[config.mk]
export PLATFORM = sky130hd
export DESIGN_NAME = bus_arbiter_split_flat
export DESIGN_NICKNAME = d
export VERILOG_FILES = /design/src/rtl/bus_arbiter_split_if.sv /design/src/rtl/bus_arbiter_split.sv /design/src/flat_wrapper.sv
export SDC_FILE = /design/constraint.sdc
export NUM_CORES = 1
export LEC_CHECK = 0
export BUFFER_PORTS_ARGS = -buffer_cell sky130_fd_sc_hd__buf_2
export CORE_MARGIN = 8
export CORE_UTILIZATION = 40
export DETAILED_ROUTE_END_ITERATION = 16
export PLACE_DENSITY = 0.58
export SLEW_MARGIN = 20
export SYNTH_ARGS = -nofsm -noshare
export SYNTH_HDL_FRONTEND = slang
export SYNTH_SLANG_ARGS = --single-unit
[constraint.sdc]
create_clock -name clk -period 5.6 [get_ports clk]
set_input_delay 0.56 -clock clk [delete_from_list [all_inputs] [get_ports clk]]
set_output_delay 0.56 -clock clk [all_outputs]
set_load 0.1 [all_outputs]
[src/rtl/bus_arbiter_split_if.sv]
// Bus-side signal bundle between the split-capable arbiter and its masters/slaves/data_path.
// The master modport is the arbiter's view; slave is the surrounding bus fabric.
interface bus_arbiter_split_if;
    logic       busreq_1;
    logic       busreq_2;
    logic       slave_rdy;
    logic [1:0] slave_resp;
    logic [1:0] split_done;
    logic       grant_1;
    logic       grant_2;
    logic       msel;
    logic       addr_phase;
    logic       data_phase;
    logic [1:0] split_mask;
    logic       error;

    modport master (
        input  busreq_1, busreq_2, slave_rdy, slave_resp, split_done,
        output grant_1, grant_2, msel, addr_phase, data_phase, split_mask, error
    );

    modport slave (
        output busreq_1, busreq_2, slave_rdy, slave_resp, split_done,
        input  grant_1, grant_2, msel, addr_phase, data_phase, split_mask, error
    );
endinterface

[src/rtl/bus_arbiter_split.sv]
// Two-master round-robin bus arbiter with SPLIT/RETRY handling and DATA-phase timeout.
// All outputs are registered; msel doubles as the current owner (0 = master 1, 1 = master 2).
module bus_arbiter_split #(
    parameter int TIMEOUT = 16,
    parameter int CNT_W   = 5
) (
    input  logic                 clk,
    input  logic                 rst,
    bus_arbiter_split_if.master  bus
);
    typedef enum logic [1:0] {IDLE, ADDR, DATA} state_t;

    localparam logic [1:0]       RESP_ERROR = 2'b01;
    localparam logic [1:0]       RESP_RETRY = 2'b10;
    localparam logic [1:0]       RESP_SPLIT = 2'b11;
    localparam logic [CNT_W-1:0] CNT_LAST   = CNT_W'(TIMEOUT - 1);

    state_t           state;
    logic             last_owner;
    logic [CNT_W-1:0] wait_cnt;
    logic [1:0]       eff_req;
    logic             pick;
    logic [1:0]       split_set;

    assign eff_req = {bus.busreq_2, bus.busreq_1} & ~bus.split_mask;

    // On a tie the master that did not own the bus last wins
    always_comb begin
        pick = eff_req[1];
        if (eff_req == 2'b11)
            pick = ~last_owner;
    end

    always_comb begin
        split_set = 2'b00;
        if (state == DATA && bus.slave_rdy && bus.slave_resp == RESP_SPLIT)
            split_set[bus.msel] = 1'b1;
    end

    always_ff @(posedge clk) begin
        if (rst) begin
            state          <= IDLE;
            last_owner     <= 1'b1;
            wait_cnt       <= '0;
            bus.grant_1    <= 1'b0;
            bus.grant_2    <= 1'b0;
            bus.msel       <= 1'b0;
            bus.addr_phase <= 1'b0;
            bus.data_phase <= 1'b0;
            bus.split_mask <= 2'b00;
            bus.error      <= 1'b0;
        end else begin
            bus.error <= 1'b0;
            // A SPLIT landing in the same cycle as its release keeps the master parked
            bus.split_mask <= (bus.split_mask & ~bus.split_done) | split_set;
            case (state)
                IDLE: begin
                    if (|eff_req) begin
                        state          <= ADDR;
                        bus.grant_1    <= ~pick;
                        bus.grant_2    <= pick;
                        bus.msel       <= pick;
                        bus.addr_phase <= 1'b1;
                    end
                end
                ADDR: begin
                    state          <= DATA;
                    bus.addr_phase <= 1'b0;
                    bus.data_phase <= 1'b1;
                    wait_cnt       <= '0;
                end
                DATA: begin
                    if (bus.slave_rdy) begin
                        state          <= IDLE;
                        bus.grant_1    <= 1'b0;
                        bus.grant_2    <= 1'b0;
                        bus.data_phase <= 1'b0;
                        // RETRY leaves priority untouched so the retrying master wins the next tie
                        if (bus.slave_resp != RESP_RETRY)
                            last_owner <= bus.msel;
                        if (bus.slave_resp == RESP_ERROR)
                            bus.error <= 1'b1;
                    end else if (wait_cnt == CNT_LAST) begin
                        state          <= IDLE;
                        bus.grant_1    <= 1'b0;
                        bus.grant_2    <= 1'b0;
                        bus.data_phase <= 1'b0;
                        bus.error      <= 1'b1;
                        last_owner     <= bus.msel;
                    end else begin
                        wait_cnt <= wait_cnt + 1'b1;
                    end
                end
                default: state <= IDLE;
            endcase
        end
    end
endmodule

[src/flat_wrapper.sv]
// flat-port wrapper written by rule: the top's interface ports become plain ports
module bus_arbiter_split_flat 
#(
    parameter int TIMEOUT = 16,
    parameter int CNT_W   = 5
)
  (clk, rst, bus_busreq_1, bus_busreq_2, bus_slave_rdy, bus_slave_resp, bus_split_done, bus_grant_1, bus_grant_2, bus_msel, bus_addr_phase, bus_data_phase, bus_split_mask, bus_error);
  bus_arbiter_split_if bus_i ();
  input  logic clk;
  input  logic rst;
  input wire logic [$bits(bus_i.busreq_1)-1:0] bus_busreq_1;
  input wire logic [$bits(bus_i.busreq_2)-1:0] bus_busreq_2;
  input wire logic [$bits(bus_i.slave_rdy)-1:0] bus_slave_rdy;
  input wire logic [$bits(bus_i.slave_resp)-1:0] bus_slave_resp;
  input wire logic [$bits(bus_i.split_done)-1:0] bus_split_done;
  output wire logic [$bits(bus_i.grant_1)-1:0] bus_grant_1;
  output wire logic [$bits(bus_i.grant_2)-1:0] bus_grant_2;
  output wire logic [$bits(bus_i.msel)-1:0] bus_msel;
  output wire logic [$bits(bus_i.addr_phase)-1:0] bus_addr_phase;
  output wire logic [$bits(bus_i.data_phase)-1:0] bus_data_phase;
  output wire logic [$bits(bus_i.split_mask)-1:0] bus_split_mask;
  output wire logic [$bits(bus_i.error)-1:0] bus_error;
  assign bus_i.busreq_1 = bus_busreq_1;
  assign bus_i.busreq_2 = bus_busreq_2;
  assign bus_i.slave_rdy = bus_slave_rdy;
  assign bus_i.slave_resp = bus_slave_resp;
  assign bus_i.split_done = bus_split_done;
  assign bus_grant_1 = bus_i.grant_1;
  assign bus_grant_2 = bus_i.grant_2;
  assign bus_msel = bus_i.msel;
  assign bus_addr_phase = bus_i.addr_phase;
  assign bus_data_phase = bus_i.data_phase;
  assign bus_split_mask = bus_i.split_mask;
  assign bus_error = bus_i.error;
  bus_arbiter_split #(.TIMEOUT(TIMEOUT), .CNT_W(CNT_W)) u_core (.clk(clk), .rst(rst), .bus(bus_i));
endmodule
* Word-level counts from Yosys, hierarchy flattened
Index checks and enable logic that the tools add are counted.
Storage, ports and cells: output and inout bits 8, logic and storage cells 76, flip-flop bits (word level) 16, input port bits 9
Cells by class: bitwise logic cells 8, add/sub/neg operators 1, equal/unequal tests 12, mux-type cells 26, reduce and logical (&&, ||, !) cells 17, $lt $le $gt $ge 2
Operator list (number):
- 2-to-1 mux 1 bit | 13
- 2-to-1 mux 5 bit | 2
- one-hot mux 5 bit (2 select lines) | 1
- AND reduction 3 bit | 3
- 2-to-1 mux 2 bit | 4
- one-hot mux 1 bit (2 select lines) | 4
- AND reduction 2 bit | 4
- nonzero test 2 bit | 4
- equality test 2 bit, second input constant | 3
- != test 2 bit, second input constant | 3
- one-hot mux 2 bit (3 select lines) | 1
- adder 5 x 1 -> 5 bit, second input constant | 1
- equality test 5 x 4 -> 1 bit, second input constant | 1
- AND 2 bit | 2
- equality test 2 x 1 -> 1 bit, second input constant | 2
- != test 2 x 1 -> 1 bit, second input constant | 2
- NOT 2 bit | 2
- OR reduction 2 bit | 2
- logical AND 1 bit | 3
- != test 3 bit, second input constant | 1
- NOT 1 bit | 3
- logical NOT 2 bit | 1
- less-than comparator 1 x 2 -> 1 bit, second input constant | 1
- OR 2 bit | 1
- 2 further kinds | 2

* Logic depth before layout (Yosys ltp)
Gate-level depths: netlist of the first run.
depth after elaboration 7, mapped depth 6, depth with buffers taken out 6

* Worst setup path after synthesis of the first run
OpenSTA, ideal clock, no wires.
path kind register -> register, start point register u_core.wait_cnt[0], end point register u_core.wait_cnt[2], clock period less this slack 2014 ps, arrival time 1935 ps, cell stages (with the launch flop) 7, path buffers 0, data required time 5520 ps, slack 3586 ps, cells stage by stage dfxtp_1 -> ha_1 -> and3_1 -> ha_1 -> or4b_4 -> or3_1 -> a211oi_2
On the way: longest elaborated chain between the ends 4, elaborated cells between the ends (all ways) 7
Ends and longest elaborated chain:
- from (decl) | RTL line bus_arbiter_split.sv:20 | logic [CNT_W-1:0] wait_cnt;
- from (signal assigned) | RTL line bus_arbiter_split.sv:91 | wait_cnt <= wait_cnt + 1'b1;
- adder 5 x 1 -> 5 bit | RTL line bus_arbiter_split.sv:91
- 2-to-1 mux 5 bit | RTL line bus_arbiter_split.sv:83 | end else if (wait_cnt == CNT_LAST) begin
- 2-to-1 mux 5 bit | RTL line bus_arbiter_split.sv:73 | if (bus.slave_rdy) begin
- one-hot mux 5 bit (2 select lines) | RTL line bus_arbiter_split.sv:56 | case (state)
Parallel ways exist; a longest one is shown, timed or not. The select of a mux whose other input is x is not followed. A chain may end at the register's enable or synchronous reset.

* Worst setup path after layout of the first run
Ends and elaborated chain as after synthesis.

==> flow_summary.ini, run 1 <==
[detailed_routing]
drc_errors = 0
wire_per_inst_um = 11.8
drt_iter0_markers = 10
viasPerCell = 4.99
dr.pass1.iters = 4
num_vias = 614
drtAntennaViolNets = 0
wl_mm = 1.45

[synth]
synth-edff-count = 0
yosysUniqueCellTypes = 33
ys.flop_type = dfxtp_1
yosysSeqAreaShare_pct = 43.8
syn_inst = 81
syn_avg_cell_area_um2 = 9.04
synth_area_um2 = 732
asyncSetResetFlopFracSynth_pct = 0
synth_seq_cells = 16
ys_warn_count = 0
syn-num-nets = 92

[timing]
setup_tns_ns = 0
period_share_pct = 37.3
hold_viol = 0
rsz0062_at_grt = false
hold-worst-slack_ns = 0.464
skew_ns = 0.00479
slew_violations = 0
max_freq_mhz = 479
worst-slew-pin-transition_ns = 0.495
fin_crit_ns = 2.09
setup_viol = 0
slew_headroom_pct = 67.2

[cts]
cts.root.buffer_cell = clkbuf_4
clock_sinks = 16
clock_latency_ns = 0.28
cts_buffer_depth = 2
cts_tree = built
htree_levels = 1
cts_resized = 0
clk_pin_slew_ns = 0.08
cts_hold_repair.buffers = 0
cts_setup_buffers = 0
cts_made_buffers = 3

[grt]
grt_pass1_vias = 608
antenna_found_initial = 0
grt_pass1_wl_mm = 2.58
overflow = 0
grt_max_degree = 20
track_usage_pct = 9.74

[cells_and_area]
antenna_cells = 0
syn2layout_area_growth_pct = 17.3
fillers = 183
most-common-layout-cells = buf_2, dfxtp_1, a21oi_1
fin_nets = 111
utilization_pct = 49.7
layout-drive-gt1-share_pct = 23.5

[power_and_ir_drop]
p_total_w = 0.000237
max-vdd-ir-drop_v = 0.000203
powerDensity_nw_per_um2 = 276
leakagePower_nw = 0.357

[worst_setup_path]
arrival_ns = 2.30
crit_chain = ha_1 > and3_1 > ha_1 > or4b_4 > or3_1 > a211oi_2
path_class = flop to flop
cpMaxStageDelayCell = or4b_4
crit_required_ns = 5.81
crit_family = simple AND/OR/NAND/NOR gates
crit_path_start_kind = flop
rr_startpoint = u_core.wait_cnt[0]
cpMostUsedCell = ha_1
cpPeakStageDelay_ns = 0.53
cp_max_fo = 6
crit_start = u_core.wait_cnt[0]
cp-end-kind = flop
crit_buf_inv = 0

[die]
rows = 15
io_pins = 17
dieArea_um2 = 3450
start_util_pct = 42.4
die_y_um = 58.8
die_w_um = 58.8
core_um2 = 1730

[status]
run_status = finished, final reports clean

[hold_path]
hp-start = u_core.bus.grant_2
min_path_type = flop to flop

[placement]
dpl.hpwl_mm = 1.13
place.gp.congestion = 0.742
port_buffers = 16

[run]
cap_violations = 0
[area by class of cell]
type                       count  area [um^2]  area share (%)
timing repair buffer          16         80.1            9.33
tap                           25         31.3            3.64
sequential                    16          320            37.3
clock buffer                   3         22.5            2.62
inverter                       4         15.0            1.75
multi-input combinational     59          389            45.3
[per-stage QoR]
stage	setup WS [ns]	std cells	instance area (um^2)
2_1_floorplan	3.59	81	732
3_3_place_gp	3.55	120	836
3_5_place_dp	3.50	120	836
4_1_cts	3.49	123	858
5_1_grt	3.39	123	858
6_report	3.51	123	858
[registers in the layout, indices dropped and copies added, names as in the netlist]
name and flops:
u_core.wait_cnt 5, u_core.bus.grant_1 1, u_core.bus.addr_phase 1, u_core.bus.msel 1
u_core.bus.split_mask 2, u_core.bus.data_phase 1, u_core.bus.error 1, u_core.state 2
u_core.bus.grant_2 1, u_core.last_owner 1
[where the power goes]
part | internal, W | total [W] | leakage, nW | switching, W
Clock | 0.0000249 | 0.0000574 | 0.0138 | 0.0000325
Sequential | 0.000119 | 0.000124 | 0.131 | 0.00000464
Combinational | 0.0000134 | 0.0000557 | 0.212 | 0.0000423
Total | 0.000158 | 0.000237 | 0.357 | 0.0000794
[Yosys cell counts (2+ instances only)]
| cell | n | share of area [%] |
|---|---|---|
| a21oi_1 | 8 | 5.5 |
| dfxtp_1 | 16 | 44 |
| ha_1 | 2 | 3.4 |
| inv_1 | 4 | 2.1 |
| nand2_1 | 2 | 1.0 |
| nand2b_1 | 6 | 5.1 |
| nand3_1 | 3 | 2.1 |
| nand4_1 | 2 | 1.7 |
| nand4b_1 | 2 | 2.4 |
| nor2_1 | 7 | 3.6 |
| nor2b_1 | 3 | 2.6 |
| nor3_1 | 2 | 1.4 |
| o21ai_0 | 4 | 2.7 |
[worst min-delay path: cells and delay by family, from the launching register on]
kind | cells | cell delay (ns)
buffers and inverters | 1 | 0.05
flip-flops | 1 | 0.32
AO/OA/AOI/OAI | 1 | 0.06
[metal layers]
metal	GRT usage, %	vias up	wire length, um
li1	-	324	-
met2	15.3	12	623
met3	4.78	2	94
met1	10.9	276	717
met4	4.10	0	17
met5	0	-	0
[cell families (layout without fill, tap and decap cells)]
kind of cell | after synthesis | after routing | share of synthesized area, %
flip-flops | 16 | 16 | 43.8
AO/OA/AOI/OAI | 18 | 18 | 15.2
AND/OR/NAND/NOR | 37 | 37 | 31.6
multiplexers | 2 | 2 | 2.91
adder cells (fa/ha/maj) | 2 | 2 | 3.42
buffers and inverters | 6 | 23 | 3.08
[path summary, 6_finish.rpt]
path	depth (start not counted)	to	slack, ns
setup / recovery	6	u_core.wait_cnt[2]	3.51
hold / removal	2	u_core.bus.grant_2	0.46
setup reg to reg	6	u_core.wait_cnt[2]	3.51
hold reg to reg	2	u_core.bus.grant_2	0.46
Note: power is estimated with default switching activity, not from simulation.
==> run 2: changes to the inputs <==
- clock period: 5.6 -> 2.1 ns (I/O delays scaled with it)
==> run 2 against run 1 <==
- cell count is 1.6% higher
- utilization rose by 1.0 points
- highest routed layer unchanged
- cell area rose by 2.0%
- register-to-register slack worse by 3.4 ns
- non-clock buffer count is 2 higher
- hold slack got worse by 0.28 ns
- sequential share of layout area is 0.75 points lower
- sequential power rose to 2.7 times the previous value
==> flow_summary.ini, run 2 (synthesis results as in run 1) <==
[cells_and_area]
multiInputGateArea_um2 = 392
antenna_cells = 0
largestRegisters = u_core.wait_cnt: 5 flops, u_core.bus.split_mask: 2 flops, u_core.state: 2 flops
layout-drive-gt1-share_pct = 26.0
fillers = 175
fin_nets = 113
most-common-layout-cells = buf_2, dfxtp_1, a21oi_1
register_area_um2 = 320
largest_register_ffs = 5
largest_register = u_core.wait_cnt
final_design_area_no_fill_um2 = 876
syn2layout_area_growth_pct = 19.7
utilization_pct = 50.7
instances_no_fill = 125

[run]
cap_violations = 0

[cts]
clock_latency_ns = 0.28
cts.root.buffer_cell = clkbuf_4
htree_levels = 1
cts_setup_buffers = 0
cts_tree = built
cts_buffer_depth = 2
clk_pin_slew_ns = 0.08
cts_made_buffers = 3
clock_sinks = 16

[power_and_ir_drop]
powerDensity_nw_per_um2 = 725
max-vdd-ir-drop_v = 0.000403
leakagePower_nw = 0.365

[grt]
antenna_found_initial = 0
grt_pass1_wl_mm = 2.44
overflow = 0
grt_max_degree = 20
track_usage_pct = 9.08
grt_pass1_vias = 548

[worst_setup_path]
cp-end-kind = flop
crit_required_ns = 2.30
r2r_slack_ns = 0.11
cp_max_fo = 4
crit_chain = ha_1 > and3_1 > ha_2 > or4b_4 > or3_1 > a211oi_2
crit_path_start_kind = flop
cpMaxStageDelayCell = or4b_4
arrival_ns = 2.19
path_class = flop to flop
cpPeakStageDelay_ns = 0.48

[detailed_routing]
num_vias = 631
wl_mm = 1.49
wire_per_inst_um = 11.9
drtAntennaViolNets = 0
drt_iter0_markers = 24
viasPerCell = 5.05
drc_errors = 0
dr.pass1.iters = 4

[timing]
worst-slew-pin-transition_ns = 0.490
setup_tns_ns = 0
setup_ws_ns = 0.112
fin_crit_ns = 1.99
hold_viol = 0
setup_viol = 0
max_freq_mhz = 503
slew_violations = 0
rsz0062_at_grt = false
period_share_pct = 94.7
slew_headroom_pct = 67.6
skew_ns = 0.000309

[placement]
place.gp.congestion = 0.747
dpl-instance-area_um2 = 851
dpl.hpwl_mm = 1.15
port_buffers = 16
placed_cells = 122
pre_cts_slack_ns = 0.0501

[hold_path]
min_path_type = primary input to flop

[status]
run_status = finished, final reports clean

[die]
start_util_pct = 42.4
die_w_um = 58.8
io_pins = 17
rows = 15
dieArea_um2 = 3450
core_um2 = 1730
die_y_um = 58.8
==> run 2: cell count changes in the layout (fill, tap and decap cells not counted), sizes merged <==
cell	delta
buf	+2
==> run 2: critical path, delay by kind of cell (launching register included) <==
kind,cells,cell delay (ns)
AND/OR/NAND/NOR,3,0.99
adder cells (fa/ha/maj),2,0.40
flip-flops,1,0.34
AO/OA/AOI/OAI,1,0.19
==> run 2: power breakdown <==
group / leakage, nW / switching [W] / internal [W]
logic: 0.221 / 0.000114 / 0.0000376
registers: 0.131 / 0.0000121 / 0.000318
clock network: 0.0138 / 0.0000860 / 0.0000665
total: 0.365 / 0.000212 / 0.000423
==> run 2: what timing repair did <==
| item | in CTS | in global routing |
|---|---|---|
| resized for setup | 0 | 1 |
| hold endpoints to repair | 0 | 0 |
| hold buffers | 0 | 0 |
| endpoints found under the setup margin | 0 | 1 |
==> run 2: path summary, 6_finish.rpt <==
check	from	end	depth (start not counted)
setup / recovery	u_core.wait_cnt[0]	u_core.wait_cnt[2]	6
hold / removal	bus_split_done[1]	u_core.bus.split_mask[1]	3
setup reg to reg	u_core.wait_cnt[0]	u_core.wait_cnt[2]	6
hold reg to reg	u_core.bus.grant_2	u_core.bus.grant_2	2
==> run 2: through the flow <==
stage | power [W] | hold slack, ns
floorplan | 0.000458 | 0.378
global placement | 0.000490 | 0.445
detailed placement | 0.000490 | 0.448
CTS | 0.000647 | 0.179
global route | 0.000676 | 0.184
finish | 0.000635 | 0.181
==> run 2: final cells by class <==
class | count | share of cell area [%]
multi-input combinational | 59 | 44.7
inverter | 4 | 1.71
tap | 25 | 3.57
timing repair buffer | 18 | 10.9
sequential | 16 | 36.6
clock buffer | 3 | 2.57
==> run 2: metal layers <==
metal  vias to the layer above  track usage, %  routed length, um
met4                         0            2.05                 12
met5                         -               0                  0
met3                         2            5.65                123
met1                       286            11.2                736
li1                        328               -                  -
met2                        15            12.9                613
==> run 3: changes to the inputs <==
- BUFFER_PORTS_ARGS: -buffer_cell sky130_fd_sc_hd__buf_2 -> not set
- DONT_BUFFER_PORTS: not set -> 1
- PLACE_DENSITY: 0.58 -> 0.5
==> run 3 against run 2 <==
- fmax down 2.5%
- highest routed layer unchanged
- utilization up 0.87 points
- hold slack worse by 0.11 ns
- via count is 2.4% lower
- first-iteration DRC count down 63%
- sequential power about the same
- clock-buffer cell count up 1
- cell area up 1.7%
- critical path type unchanged
- largest cell class unchanged
==> flow_summary.ini, run 3 (synthesis results as in run 1) <==
[timing]
skew_ns = 0.000348
fin_crit_ns = 2.04
max_freq_mhz = 491
setup_tns_ns = 0
setup_viol = 0
hold-worst-slack_ns = 0.0720
hold_viol = 0
worst-slew-pin-transition_ns = 0.427
period_share_pct = 97.1
slew_violations = 0
slew_headroom_pct = 71.5

[placement]
placed_cells = 114
dpl.hpwl_mm = 1.27
port_buffers = 0
place.gp.congestion = 0.761

[detailed_routing]
wl_met1_um = 818
highest_layer = met4
num_vias = 616
dr.pass1.iters = 4
wl_mm = 1.72
drt_iter0_markers = 9
route.met3.wl_um = 94
routed-wl-met2_um = 795
drc_errors = 0
viasPerCell = 5.13
wire_per_inst_um = 14.4
drtAntennaViolNets = 0

[cts]
htree_levels = 1
clock_latency_ns = 0.28
clk_pin_slew_ns = 0.10
cts_buffer_depth = 2
cts_made_buffers = 3
cts.root.buffer_cell = clkbuf_4
clock_sinks = 16
cts_tree = built
cts_setup_buffers = 0

[die]
io_pins = 17
start_util_pct = 42.4
core_um2 = 1730
die_y_um = 58.8
rows = 15
die_w_um = 58.8
dieArea_um2 = 3450

[cells_and_area]
layout-drive-gt1-share_pct = 21.1
largest_register_ffs = 5
fillers = 180
largest_register = u_core.wait_cnt
fin_nets = 107
final_common_cell = dfxtp_1
most-common-layout-cells = dfxtp_1, buf_4, a21oi_1
antenna_cells = 0
syn2layout_area_growth_pct = 21.7
instances_no_fill = 120
largestRegisters = u_core.wait_cnt: 5 flops, u_core.bus.split_mask: 2 flops, u_core.state: 2 flops

[worst_setup_path]
cp-end-kind = flop
arrival_ns = 2.25
path_class = flop to flop
crit_path_start_kind = flop
crit_required_ns = 2.31
cp_max_fo = 4

[power_and_ir_drop]
powerDensity_nw_per_um2 = 775
p_comb_share_pct = 22.3
clockPowerShare_pct = 30.1
leakagePower_nw = 0.351
max-vdd-ir-drop_v = 0.000550
internal-power_w = 0.000465
p_switching_w = 0.000225
switching_share_pct = 32.6
seqPwrFrac_pct = 47.6

[run]
cap_violations = 0

[status]
run_status = finished, final reports clean

[grt]
track_usage_pct = 10.5
overflow = 0
antenna_found_initial = 0
grt_max_degree = 11
grt_pass1_vias = 585
grt_pass1_wl_mm = 2.73

[hold_path]
min_path_type = primary input to flop
[run 3: cell count changes in the layout (fill, tap and decap cells not counted), sizes merged]
cell / previous run / this run
clkbuf: 3 / 4
dlygate4sd3: 0 / 2
buf: 18 / 10
[run 3: path summary, 6_finish.rpt]
check                                        start            endpoint  slack, ns  cells after the start
worst min register to register  u_core.bus.grant_2  u_core.bus.grant_2       0.47                      2
worst max register to register  u_core.wait_cnt[0]  u_core.wait_cnt[2]       0.06                      6
worst min-delay path                           rst  u_core.bus.grant_1       0.07                      2
worst max-delay path            u_core.wait_cnt[0]  u_core.wait_cnt[2]       0.06                      6
[run 3: power by group through the flow]
| stage | Clock [W] | Sequential (W) | Combinational (W) |
|---|---|---|---|
| final | 0.000208 | 0.000329 | 0.000154 |
| after global routing | 0.000236 | 0.000330 | 0.000164 |
| after CTS | 0.000215 | 0.000328 | 0.000154 |
| after detailed placement | 0 | 0.000335 | 0.000149 |
| after global placement | 0 | 0.000335 | 0.000148 |
| after floorplan | 0 | 0.000408 | 0.0000491 |
[run 3: final cells by class]
type | count | area, um^2 | share of cell area (%)
tap | 25 | 31.3 | 3.51
clock buffer | 4 | 36.3 | 4.07
timing repair buffer | 12 | 95.1 | 10.7
inverter | 4 | 15.0 | 1.69
sequential | 16 | 322 | 36.1
multi-input combinational | 59 | 392 | 44.0
[run 3: repair_timing]
action | CTS | global route
setup endpoints to repair | 0 | 1
endpoints found under the hold margin | 10 | 1
resized for setup | 0 | 2
hold buffers | 1 | 1
[run 3: metrics by stage]
step | instance area (um^2) | worst slack [ns] | util [%] | power, W
finish | 891 | 0.0618 | 51.6 | 0.000690
global route | 891 | -0.0123 | 51.6 | 0.000730
CTS | 877 | 0.0213 | 50.8 | 0.000698
detailed placement | 831 | 0.0488 | 48.1 | 0.000484
global placement | 831 | 0.0992 | 48.1 | 0.000483
floorplan | 732 | 0.0858 | - | 0.000458
[run 3: worst max-delay path: stages (launching register included)]
cell      delay, ns
dfxtp_2        0.34
ha_1           0.20
and3_1         0.19
ha_2           0.20
or4b_4         0.48
or3_1          0.34
a211oi_2       0.21
[run 3: routing by layer]
metal / vias up / global-route usage, %
li1: 314 / -
met1: 292 / 12.3
met2: 8 / 15.4
met3: 2 / 4.78
met4: 0 / 6.14
met5: - / 0
